File: src/rtl/regfile_wb_pkg.sv
// -----------------------------------------------------------------------------
// regfile_wb_pkg
// Shared constants for the register-file writeback arbiter slice.
//   SRC_LOAD/SRC_ALU/SRC_HOST : fixed source index assignment
//   DEF_NUM_SRC/DEF_AW/DEF_DW : default parameter values
//   REG_ZERO                  : address of the hard-wired zero register
//   wrapInc()                 : modulo increment used for the round-robin pointer
// -----------------------------------------------------------------------------
package regfile_wb_pkg;

    localparam int SRC_LOAD = 0;
    localparam int SRC_ALU  = 1;
    localparam int SRC_HOST = 2;

    localparam int DEF_NUM_SRC = 3;
    localparam int DEF_AW      = 5;
    localparam int DEF_DW      = 32;

    localparam logic [4:0] REG_ZERO = 5'd0;

    // Next index after idx in a ring of n entries.
    function automatic int wrapInc(input int idx, input int n);
        int nxt;
        nxt = idx + 1;
        if (nxt >= n) begin
            nxt = 0;
        end else begin
            nxt = idx + 1;
        end
        return nxt;
    endfunction

endpackage

File: src/rtl/regfile_wb_arbiter_if.sv
// -----------------------------------------------------------------------------
// regfile_wb_arbiter_if
// Bundles the writeback request bus, the decode hazard query and the register
// file write port of regfile_wb_arbiter.
//   src_valid/src_ready/src_addr/src_data : per-source write requests (packed)
//   ReadRegster1/2, pend1/2               : decode read addresses and pending flags
//   RegWrite/WriteRegster/WriteData       : registered register-file write port
//   busy                                  : any write held or in flight
// Modports: slave = arbiter side, master = requester/consumer side.
// -----------------------------------------------------------------------------
interface regfile_wb_arbiter_if
    import regfile_wb_pkg::*;
#(
    parameter int NUM_SRC = DEF_NUM_SRC,
    parameter int AW      = DEF_AW,
    parameter int DW      = DEF_DW
) ();

    logic [NUM_SRC-1:0]    src_valid;
    logic [NUM_SRC-1:0]    src_ready;
    logic [NUM_SRC*AW-1:0] src_addr;
    logic [NUM_SRC*DW-1:0] src_data;
    logic [AW-1:0]         ReadRegster1;
    logic [AW-1:0]         ReadRegster2;
    logic                  pend1;
    logic                  pend2;
    logic                  RegWrite;
    logic [AW-1:0]         WriteRegster;
    logic [DW-1:0]         WriteData;
    logic                  busy;

    modport slave (
        input  src_valid, src_addr, src_data, ReadRegster1, ReadRegster2,
        output src_ready, pend1, pend2, RegWrite, WriteRegster, WriteData, busy
    );

    modport master (
        output src_valid, src_addr, src_data, ReadRegster1, ReadRegster2,
        input  src_ready, pend1, pend2, RegWrite, WriteRegster, WriteData, busy
    );

endinterface

File: src/rtl/wb_slot.sv
// -----------------------------------------------------------------------------
// wb_slot
// One-entry holding register for a single writeback source.
//   CK, CLR        : clock, asynchronous active-high clear
//   load           : capture inAddr/inData, slot becomes full
//   drain          : entry consumed by the arbiter, slot becomes empty
//   inAddr, inData : entry presented by the source
//   full/addr/data : current slot contents
// Load and drain on the same edge leave the slot full with the new entry.
// -----------------------------------------------------------------------------
module wb_slot
    import regfile_wb_pkg::*;
#(
    parameter int AW = DEF_AW,
    parameter int DW = DEF_DW
) (
    input  logic          CK,
    input  logic          CLR,
    input  logic          load,
    input  logic          drain,
    input  logic [AW-1:0] inAddr,
    input  logic [DW-1:0] inData,
    output logic          full,
    output logic [AW-1:0] addr,
    output logic [DW-1:0] data
);

    // Slot state: load wins over drain so a refill on the grant edge is kept.
    always_ff @(posedge CK or posedge CLR) begin
        if (CLR) begin
            full <= 1'b0;
            addr <= {AW{1'b0}};
            data <= {DW{1'b0}};
        end else if (load) begin
            full <= 1'b1;
            addr <= inAddr;
            data <= inData;
        end else if (drain) begin
            full <= 1'b0;
        end else begin
            full <= full;
        end
    end

endmodule

File: src/rtl/regfile_wb_arbiter.sv
// -----------------------------------------------------------------------------
// regfile_wb_arbiter
// Shares the single write port of the register file among NUM_SRC writeback
// sources. Each source owns a one-entry slot; full slots are drained one per
// cycle in round-robin order onto the registered write port. Decode reads that
// hit a held or in-flight write are flagged through pend1/pend2.
//   CK   : clock, all state on posedge
//   CLR  : asynchronous active-high reset, discards every held write
//   bus  : regfile_wb_arbiter_if.slave (requests, hazard query, write port)
// -----------------------------------------------------------------------------
module regfile_wb_arbiter
    import regfile_wb_pkg::*;
#(
    parameter int NUM_SRC = DEF_NUM_SRC,
    parameter int AW      = DEF_AW,
    parameter int DW      = DEF_DW
) (
    input  logic                  CK,
    input  logic                  CLR,
    regfile_wb_arbiter_if.slave   bus
);

    localparam int PW = (NUM_SRC > 1) ? $clog2(NUM_SRC) : 1;

    logic [PW-1:0]      rrPtr;
    logic [NUM_SRC-1:0] slotFull;
    logic [AW-1:0]      slotAddr [NUM_SRC];
    logic [DW-1:0]      slotData [NUM_SRC];
    logic [AW-1:0]      srcAddr  [NUM_SRC];
    logic [NUM_SRC-1:0] grantVec;
    logic [NUM_SRC-1:0] readyVec;
    logic [NUM_SRC-1:0] loadVec;
    logic               grantValid;
    logic [PW-1:0]      grantIdx;
    logic               regWriteQ;
    logic [AW-1:0]      writeRegQ;
    logic [DW-1:0]      writeDataQ;
    logic               pend1Comb;
    logic               pend2Comb;

    genvar g;
    for (g = 0; g < NUM_SRC; g++) begin : gSlot
        assign srcAddr[g] = bus.src_addr[g*AW +: AW];

        wb_slot #(.AW(AW), .DW(DW)) uSlot (
            .CK     (CK),
            .CLR    (CLR),
            .load   (loadVec[g]),
            .drain  (grantVec[g]),
            .inAddr (bus.src_addr[g*AW +: AW]),
            .inData (bus.src_data[g*DW +: DW]),
            .full   (slotFull[g]),
            .addr   (slotAddr[g]),
            .data   (slotData[g])
        );
    end

    // Round-robin grant: first full slot at or after rrPtr, wrapping.
    always_comb begin
        int scanIdx;
        scanIdx    = 0;
        grantValid = 1'b0;
        grantIdx   = {PW{1'b0}};
        grantVec   = {NUM_SRC{1'b0}};
        for (int j = 0; j < NUM_SRC; j++) begin
            scanIdx = int'(rrPtr) + j;
            if (scanIdx >= NUM_SRC) begin
                scanIdx = scanIdx - NUM_SRC;
            end else begin
                scanIdx = int'(rrPtr) + j;
            end
            if (!grantValid && slotFull[scanIdx]) begin
                grantValid = 1'b1;
                grantIdx   = PW'(scanIdx);
            end else begin
                grantValid = grantValid;
            end
        end
        if (grantValid) begin
            grantVec[grantIdx] = 1'b1;
        end else begin
            grantVec = {NUM_SRC{1'b0}};
        end
    end

    // Slot accept with same-register ordering: a source is held off while an
    // older write to the same register is still waiting (a full, non-granted
    // slot) or is being accepted by a lower-index source this cycle. The
    // ready bits of lower sources are therefore resolved first.
    always_comb begin
        logic [NUM_SRC-1:0] rdyAcc;
        logic               conf;
        rdyAcc = {NUM_SRC{1'b0}};
        conf   = 1'b0;
        for (int i = 0; i < NUM_SRC; i++) begin
            conf = 1'b0;
            if (srcAddr[i] != AW'(REG_ZERO)) begin
                for (int j = 0; j < NUM_SRC; j++) begin
                    if ((j != i) && slotFull[j] && !grantVec[j] && (slotAddr[j] == srcAddr[i])) begin
                        conf = 1'b1;
                    end else if ((j < i) && bus.src_valid[j] && rdyAcc[j] && (srcAddr[j] == srcAddr[i])) begin
                        conf = 1'b1;
                    end else begin
                        conf = conf;
                    end
                end
            end else begin
                conf = 1'b0;
            end
            rdyAcc[i] = (!slotFull[i] || grantVec[i]) && !conf;
        end
        readyVec = rdyAcc;
    end

    assign loadVec       = bus.src_valid & readyVec;
    assign bus.src_ready = readyVec;

    // Write port and rotation pointer; an r0 entry drains and rotates but
    // never raises RegWrite. Address/data hold when idle.
    always_ff @(posedge CK or posedge CLR) begin
        if (CLR) begin
            rrPtr      <= {PW{1'b0}};
            regWriteQ  <= 1'b0;
            writeRegQ  <= {AW{1'b0}};
            writeDataQ <= {DW{1'b0}};
        end else if (grantValid) begin
            rrPtr      <= PW'(wrapInc(int'(grantIdx), NUM_SRC));
            regWriteQ  <= (slotAddr[grantIdx] != AW'(REG_ZERO));
            writeRegQ  <= slotAddr[grantIdx];
            writeDataQ <= slotData[grantIdx];
        end else begin
            rrPtr      <= rrPtr;
            regWriteQ  <= 1'b0;
            writeRegQ  <= writeRegQ;
            writeDataQ <= writeDataQ;
        end
    end

    // Decode hazard: read address matches a held entry or the write in flight.
    always_comb begin
        pend1Comb = 1'b0;
        pend2Comb = 1'b0;
        for (int i = 0; i < NUM_SRC; i++) begin
            if (slotFull[i] && (bus.ReadRegster1 != AW'(REG_ZERO)) && (slotAddr[i] == bus.ReadRegster1)) begin
                pend1Comb = 1'b1;
            end else begin
                pend1Comb = pend1Comb;
            end
            if (slotFull[i] && (bus.ReadRegster2 != AW'(REG_ZERO)) && (slotAddr[i] == bus.ReadRegster2)) begin
                pend2Comb = 1'b1;
            end else begin
                pend2Comb = pend2Comb;
            end
        end
        if (regWriteQ && (bus.ReadRegster1 != AW'(REG_ZERO)) && (writeRegQ == bus.ReadRegster1)) begin
            pend1Comb = 1'b1;
        end else begin
            pend1Comb = pend1Comb;
        end
        if (regWriteQ && (bus.ReadRegster2 != AW'(REG_ZERO)) && (writeRegQ == bus.ReadRegster2)) begin
            pend2Comb = 1'b1;
        end else begin
            pend2Comb = pend2Comb;
        end
    end

    assign bus.pend1        = pend1Comb;
    assign bus.pend2        = pend2Comb;
    assign bus.RegWrite     = regWriteQ;
    assign bus.WriteRegster = writeRegQ;
    assign bus.WriteData    = writeDataQ;
    assign bus.busy         = (|slotFull) | regWriteQ;

endmodule

File: src/flat_wrapper.sv
// flat-port wrapper written by rule: the top's interface ports become plain ports
module regfile_wb_arbiter_flat import regfile_wb_pkg::*;
#(
    parameter int NUM_SRC = DEF_NUM_SRC,
    parameter int AW      = DEF_AW,
    parameter int DW      = DEF_DW
)
  (CK, CLR, bus_src_valid, bus_src_addr, bus_src_data, bus_ReadRegster1, bus_ReadRegster2, bus_src_ready, bus_pend1, bus_pend2, bus_RegWrite, bus_WriteRegster, bus_WriteData, bus_busy);
  regfile_wb_arbiter_if #(.NUM_SRC(NUM_SRC), .AW(AW), .DW(DW)) bus_i ();
  input  logic CK;
  input  logic CLR;
  input wire logic [$bits(bus_i.src_valid)-1:0] bus_src_valid;
  input wire logic [$bits(bus_i.src_addr)-1:0] bus_src_addr;
  input wire logic [$bits(bus_i.src_data)-1:0] bus_src_data;
  input wire logic [$bits(bus_i.ReadRegster1)-1:0] bus_ReadRegster1;
  input wire logic [$bits(bus_i.ReadRegster2)-1:0] bus_ReadRegster2;
  output wire logic [$bits(bus_i.src_ready)-1:0] bus_src_ready;
  output wire logic [$bits(bus_i.pend1)-1:0] bus_pend1;
  output wire logic [$bits(bus_i.pend2)-1:0] bus_pend2;
  output wire logic [$bits(bus_i.RegWrite)-1:0] bus_RegWrite;
  output wire logic [$bits(bus_i.WriteRegster)-1:0] bus_WriteRegster;
  output wire logic [$bits(bus_i.WriteData)-1:0] bus_WriteData;
  output wire logic [$bits(bus_i.busy)-1:0] bus_busy;
  assign bus_i.src_valid = bus_src_valid;
  assign bus_i.src_addr = bus_src_addr;
  assign bus_i.src_data = bus_src_data;
  assign bus_i.ReadRegster1 = bus_ReadRegster1;
  assign bus_i.ReadRegster2 = bus_ReadRegster2;
  assign bus_src_ready = bus_i.src_ready;
  assign bus_pend1 = bus_i.pend1;
  assign bus_pend2 = bus_i.pend2;
  assign bus_RegWrite = bus_i.RegWrite;
  assign bus_WriteRegster = bus_i.WriteRegster;
  assign bus_WriteData = bus_i.WriteData;
  assign bus_busy = bus_i.busy;
  regfile_wb_arbiter #(.NUM_SRC(NUM_SRC), .AW(AW), .DW(DW)) u_core (.CK(CK), .CLR(CLR), .bus(bus_i));
endmodule
File: config.mk
export PLATFORM = sky130hd
export DESIGN_NAME = regfile_wb_arbiter_flat
export DESIGN_NICKNAME = d
export VERILOG_FILES = /design/src/rtl/regfile_wb_pkg.sv /design/src/rtl/regfile_wb_arbiter_if.sv /design/src/rtl/wb_slot.sv /design/src/rtl/regfile_wb_arbiter.sv /design/src/flat_wrapper.sv
export SDC_FILE = /design/constraint.sdc
export NUM_CORES = 1
export LEC_CHECK = 0
export CORE_AREA = 2 2 123 125
export CTS_CLUSTER_SIZE = 12
export DETAILED_ROUTE_END_ITERATION = 10
export DIE_AREA = 0 0 125 127
export PLACE_DENSITY = 0.92
export SYNTH_ARGS = -nofsm -noshare
export SYNTH_HDL_FRONTEND = slang
export SYNTH_SLANG_ARGS = --single-unit
export TNS_END_PERCENT = 100
File: constraint.sdc
create_clock -name CK -period 13.4 [get_ports CK]
set_clock_uncertainty 0.15 [all_clocks]
set_input_delay 2.01 -clock CK [delete_from_list [all_inputs] [get_ports CK]]
set_output_delay 2.01 -clock CK [all_outputs]
set_load 0.005 [all_outputs]
; ---- Yosys cells after proc, flatten, opt, wreduce, memory -nomap -nowiden
; Cells that the tools add are included.
[word_totals]
input_bits = 126
ff_bits = 154
wordCells = 164
out_inout_bits = 44
[op_classes]
n_bitwise = 3
reduce_logical = 60
muxes = 55
add_sub_neg = 6
eq_ne = 17
order_cmp = 10
[ops]
columns = operator, count
row1 = 32-bit 2-to-1 mux, 5
row2 = "32-bit by 4-bit less-than comparator with 1-bit output, second input constant", 3
row3 = 5-bit equality test, 17
row4 = 32-bit binary-select mux with 2-bit select, 1
row5 = "32-bit by 3-bit greater-or-equal comparator with 1-bit output, second input constant", 2
row6 = "32-bit by 3-bit subtractor with 32-bit output, second input constant", 2
row7 = 1-bit 2-to-1 mux, 37
row8 = 1-bit logical AND, 36
row9 = 5-bit nonzero test, 6
row10 = 1-bit logical NOT, 11
row11 = 5-bit binary-select mux with 2-bit select, 1
row12 = 5-bit 2-to-1 mux, 2
row13 = 2-bit 2-to-1 mux, 4
row14 = "2-bit by 1-bit adder with 3-bit output, second input constant", 2
row15 = 1-bit binary-select mux with 2-bit select, 3
row16 = 2-bit nonzero test, 3
row17 = "2-bit by 2-bit adder with 3-bit output, second input constant", 1
row18 = 3-bit AND, 1
row19 = "3-bit by 2-bit greater-or-equal comparator with 1-bit output, second input constant", 1
row20 = "3-bit greater-or-equal comparator, second input constant", 1
row21 = 1-bit logical OR, 3
row22 = "2-bit by 3-bit less-than comparator with 1-bit output, second input constant", 1
row23 = 3-bit 2-to-1 mux, 1
row24 = 2-bit inverter with 3-bit output, 1
row25 = 6 further kinds, 6

; ---- Longest topological paths before layout
[logic_depth]
ltp_word = 42
ltp_mapped = 12
ltp_nobuf = 11

; ---- Cells and area by module
; Synthesis repeated with hierarchy kept, for this count alone.
[unflattened]
hier_cells = 674
area_unflattened_um2 = 7990.2
[modules_own_cells]
columns = mod, n_inst, area_per_inst_um2, seq_area_each_um2, cells_each
row1 = wb_slot, 3, 1492.7, 950.9, 82
row2 = regfile_wb_arbiter, 1, 3512.1, 1001.0, 428

; ---- Worst setup path after synthesis
; OpenSTA, ideal clock, no wires.
[synth_path]
kind = input -> output
from = input port bus_src_addr[0]
to = output port bus_src_ready[2]
cell_stages = 9
slack_ps = 7578
arrival_ps = 3662
t_required_ps = 11240
n_path_buf = 1
cell_sequence = clkbuf_1 -> or4_1 -> nor2_1 -> nor4_1 -> nand3_1 -> o211ai_1 -> o2111ai_2 -> o211ai_2 -> a21oi_1
[synth_via]
elab_chain_cells = 22
word_cells_on_any_way = 30
classes_between = eq/ne: 4 / mux: 12 / reduce/logical: 14
[synth_rtl]
columns = element, line
row1 = "start, declared", flat_wrapper.sv:13  ; input wire logic [$bits(bus_i.src_addr)-1:0] bus_src_addr;
row2 = 5-bit equality test, regfile_wb_arbiter.sv:99  ; if ((j != i) && slotFull[j] && !grantVec[j] && (slotAddr[j] == srcAddr[i])) begin
row3 = 1-bit logical AND, regfile_wb_arbiter.sv:99
row4 = 1-bit 2-to-1 mux (2 in a row), regfile_wb_arbiter.sv:99
row5 = 1-bit 2-to-1 mux, regfile_wb_arbiter.sv:97  ; if (srcAddr[i] != AW'(REG_ZERO)) begin
row6 = 1-bit logical NOT, regfile_wb_arbiter.sv:110  ; rdyAcc[i] = (!slotFull[i] || grantVec[i]) && !conf;
row7 = 1-bit logical AND, regfile_wb_arbiter.sv:110
row8 = 1-bit logical AND (2 in a row), regfile_wb_arbiter.sv:101  ; end else if ((j < i) && bus.src_valid[j] && rdyAcc[j] && (srcAddr[j] == srcAddr[i])) begin
row9 = 1-bit 2-to-1 mux, regfile_wb_arbiter.sv:101
row10 = [... 3 more ...], --
row11 = 1-bit logical NOT, regfile_wb_arbiter.sv:110
row12 = 1-bit logical AND, regfile_wb_arbiter.sv:110
row13 = 1-bit logical AND (2 in a row), regfile_wb_arbiter.sv:101
row14 = 1-bit 2-to-1 mux (*), regfile_wb_arbiter.sv:101
row15 = 1-bit 2-to-1 mux (*), regfile_wb_arbiter.sv:99
row16 = 1-bit 2-to-1 mux (*), regfile_wb_arbiter.sv:97
row17 = 1-bit logical NOT (*), regfile_wb_arbiter.sv:110
row18 = 1-bit logical AND (*), regfile_wb_arbiter.sv:110
row19 = "end, declared", flat_wrapper.sv:17  ; output wire logic [$bits(bus_i.src_ready)-1:0] bus_src_ready;
; Mark *: on every way between the ends. The rest lies on a longest branch, timed or not.

; ---- Worst setup path in the final report
; Same ends and word-level chain as after synthesis.

==> run_results.csv <==
group,metric,value,unit
status,outcome,"finished, final reports clean",
clock_tree,cts_tree,"built",
setup_path,critPathArrivalTime,4.81,ns
setup_path,crit_type,"in2out",
setup_path,cp_common_cell,"clkdlybuf4s50_1",
logic_synthesis,synthMuxAreaShare,0.175,
floorplanning,die_h,127,µm
logic_synthesis,yosys.area_share.simple,0.0999,
global_routing,grt_pass1_wl,32800,µm
placed_design,place.gp.congestion,0.893,
detailed_routing,drc,0,
power,powerDensity,304,mW/mm²
global_routing,antenna_found_initial,0,
detailed_routing,viasPerCell,5.75,
logic_synthesis,postSynthCellCount,693,
sta,rsz0062_at_grt,"no",
detailed_routing,routed.top_layer,"met4",
clock_tree,postCtsHoldBufs,0,
clock_tree,numCtsBuffers,17,
clock_tree,path_clk_slew,0.06,ns
sta,setup_viol,0,
detailed_routing,first_pass_iters,7,
detailed_routing,wl_per_cell,19.9,µm
finish,nNetsFinal,946,
detailed_routing,dr_wl_met3,1410,µm
setup_path,crit_required,11.24,ns
sta,layout_min_cycle_time,6.97,ns
global_routing,first_global_vias,6181,
detailed_routing,via_count,5828,
setup_path,path_buf_inv,2,
logic_synthesis,synth_xor_area_frac,0.0950,
placed_design,placement.io_buffers,169,
power,power.leakage,4.26,nW
logic_synthesis,avgSynthCellArea,11.3,µm²
setup_path,crit_chain,"clkdlybuf4s50_1 -> or4_1 -> nor2_1 -> nor4_1 -> nand3_1 -> o211ai_1 -> o2111ai_4 -> o211ai_2 -> a21oi_1 -> clkdlybuf4s50_1",
logic_synthesis,synth_fp_nets,823,
finish,area_growth,29.7,%
finish,drive_gt1_frac,0.195,
logic_synthesis,synth_seq_cells,154,
sta,hold_viol_final,0,
sta,max_freq,143,MHz
detailed_routing,drt-initial-drc-count,465,
logic_synthesis,synth_compound_area_frac,0.0908,
floorplanning,fp-row-count,44,
setup_path,cp_top_family,"buffers and inverters",
floorplanning,die_x,125,µm
floorplanning,start_util,0.543,
clock_tree,cts.sinks,154,
sta,setup_slack,6.43,ns
logic_synthesis,yosys_warnings,0,
setup_path,slowest_delay,0.56,ns
clock_tree,post_cts_resized,0,
logic_synthesis,yosysUniqueCellTypes,46,
sta,slew_viol_final,0,
setup_path,cp-start-kind,"input port",
setup_path,critPathSlowestCell,"or4_1",
min_path,hold_path.class,"reg2reg",
floorplanning,die-area,0.0159,mm²
detailed_routing,wl_met2,10000,µm
setup_path,critPathMaxFanout,6,
sta,worst_slew_pin_slew,1.20,ns
finish,nFillCells,1022,
sta,fin_crit_sh,0.520,
clock_tree,clk_latency,0.42,ns
placed_design,pre_cts_ws,6.48,ns
logic_synthesis,synth_top_family_by_area,"multiplexers",
floorplanning,core_area,0.0144,mm²
clock_tree,h-tree-depth,4,
clock_tree,cts_setup_buffers,0,
logic_synthesis,syn_area,0.00784,mm²
detailed_routing,drt_wl_total,20100,µm
sta,slew_headroom,0.196,
clock_tree,root_buffer,"clkbuf_16",
global_routing,grt_overflow,0,
placed_design,hpwl,13100,µm
setup_path,startpoint,"bus_src_addr[0]",
power,vdd_ir_drop_max,232,µV
min_path,min_from,"u_core.gSlot[0].uSlot.data[25]$_DFFE_PP0N_",
setup_path,r2r_start,"u_core.rrPtr[0]$_DFFE_PP0P_",
flow_run,maxCapViolCount,0,
finish,antennaDiodeCount,0,
setup_path,crit_path_end_kind,"output pin",
clock_tree,cts_buffer_depth,2,
logic_synthesis,synthAdderAreaFrac,0.00638,
global_routing,grt_max_degree,81,
global_routing,grt_use_total,0.263,
floorplanning,io-pin-count,170,
detailed_routing,antenna_left,0,
detailed_routing,wl_met1,8330,µm
sta,setup_tns,0,ns
logic_synthesis,yosysSeqAreaShare,0.492,
==> synth_stat cells, drive strengths merged <==
cell / instances / area (µm²)
o211ai: 3 / 32.5
a21bo: 1 / 10.0
nor3: 7 / 46.3
o31a: 1 / 10.0
or2: 1 / 6.26
nor2b: 1 / 6.26
nor2: 44 / 165
or4: 5 / 37.5
o311ai: 1 / 26.3
nor3b: 1 / 7.51
o2111ai: 1 / 15.0
nand2b: 4 / 25.0
o21ai: 11 / 55.1
buf: 22 / 120
nand4: 6 / 37.5
o211a: 1 / 10.0
a22oi: 24 / 180
a21boi: 1 / 11.3
nand2: 67 / 251
nor4: 15 / 100
xnor2: 33 / 289
dfrtp: 154 / 3850
and3: 2 / 12.5
and2: 2 / 12.5
o31ai: 1 / 7.51
clkbuf: 49 / 184
ha: 4 / 50.1
xor2: 52 / 455
inv: 5 / 18.8
o21a: 4 / 30.0
nand3: 15 / 75.1
mux2: 111 / 1360
a21o: 4 / 30.0
mux2i: 1 / 10.0
a21oi: 13 / 76.3
a2111oi: 1 / 8.76
a31oi: 11 / 68.8
a222oi: 14 / 140
==> metrics by stage <==
step                hold slack (ns)  power (W)  std cells  area, µm²  utilization
global route                  0.338    0.00331       1013      10200        0.705
global placement              0.300    0.00250        981       9530        0.661
CTS                           0.320    0.00310       1013      10200        0.705
finish                        0.317    0.00309       1013      10200        0.705
floorplan                     0.290    0.00206        693       7840            -
detailed placement            0.304    0.00257        981       9530        0.661
==> per-layer routing <==
| layer | global-route usage | up-vias |
|---|---|---|
| li1 | - | 2665 |
| met3 | 0.0783 | 31 |
| met1 | 0.331 | 2919 |
| met5 | 0 | - |
| met2 | 0.442 | 213 |
| met4 | 0.0830 | 0 |
==> worst register-to-register path: stages (launching register included) <==
cell and delay [ns]:
dfrtp_1 0.40, inv_1 0.08, ha_1 0.38, nor3b_1 0.07, o21a_1 0.21, o211ai_2 0.54, o31a_2 0.54, a21boi_2 0.17
o2111ai_4 0.27, o211ai_2 0.17, a21oi_4 0.63, buf_4 0.56, mux2_2 0.39
==> registers in the layout, summed over array words and instances (netlist names) <==
name and count:
u_core.gSlot.uSlot.full 3, u_core.gSlot.uSlot.data 96, u_core.gSlot.uSlot.addr 15, u_core.bus.WriteRegster 5
u_core.bus.WriteData 32, u_core.bus.RegWrite 1, u_core.rrPtr 2
==> placed cells by master (no fill, tap or decap), types with 2 or more instances in the layout <==
cell	count
inv_6	4
and2_1	2
nand3_1	15
nor2_1	43
a31oi_1	11
nor4_1	14
buf_4	6
o211ai_2	2
dfrtp_1	154
nand2b_1	4
o21ai_0	11
nand2_1	66
clkinvlp_4	2
mux2_4	30
xnor2_1	33
nor3_1	5
ha_1	4
a222oi_1	14
o21a_1	4
clkinv_2	2
a21o_1	4
bufinv_16	4
xor2_1	52
a21oi_1	12
and3_1	2
inv_1	4
clkbuf_16	17
clkdlybuf4s50_1	169
a22oi_1	24
nand4_1	6
clkinv_4	2
or4_1	5
mux2_2	81
==> cells by family (layout without fill, tap and decap cells) <==
logic type / Yosys count / in the layout
simple gates: 170 / 170
flops: 154 / 154
mux: 112 / 112
compound gates: 92 / 92
xor+xnor: 85 / 85
buf+inv: 76 / 212
fa+ha+maj: 4 / 4
==> report_power, final <==
group | internal, W | total (W) | switching (W)
registers | 0.000732 | 0.000953 | 0.000222
clock network | 0.000318 | 0.000515 | 0.000196
logic | 0.000798 | 0.00163 | 0.000829
==> worst paths after layout <==
path	endpoint	slack, ns	cells after the start
max in group asynchronous	u_core.gSlot[1].uSlot.data[29]$_DFFE_PP0P_	9.75	3
hold reg to reg	u_core.bus.WriteData[25]$_DFFE_PP0P_	0.32	2
min in group asynchronous	u_core.gSlot[2].uSlot.data[11]$_DFFE_PP0P_	1.93	2
setup reg to reg	u_core.gSlot[2].uSlot.addr[2]$_DFFE_PP0P_	8.73	12
setup / recovery	bus_src_ready[2]	6.43	10
hold / removal	u_core.bus.WriteData[25]$_DFFE_PP0P_	0.32	2
==> layout make-up <==
type | instances | area [µm²] | share of cell area
Sequential cell | 154 | 3850 | 0.379
Multi-Input combinational cell | 463 | 3690 | 0.363
Timing Repair Buffer | 175 | 1740 | 0.171
Clock buffer | 19 | 443 | 0.0436
Tap cell | 184 | 230 | 0.0226
Clock inverter | 13 | 189 | 0.0186
Inverter | 5 | 23.8 | 0.00234
Note: power is estimated with default switching activity, not from simulation.
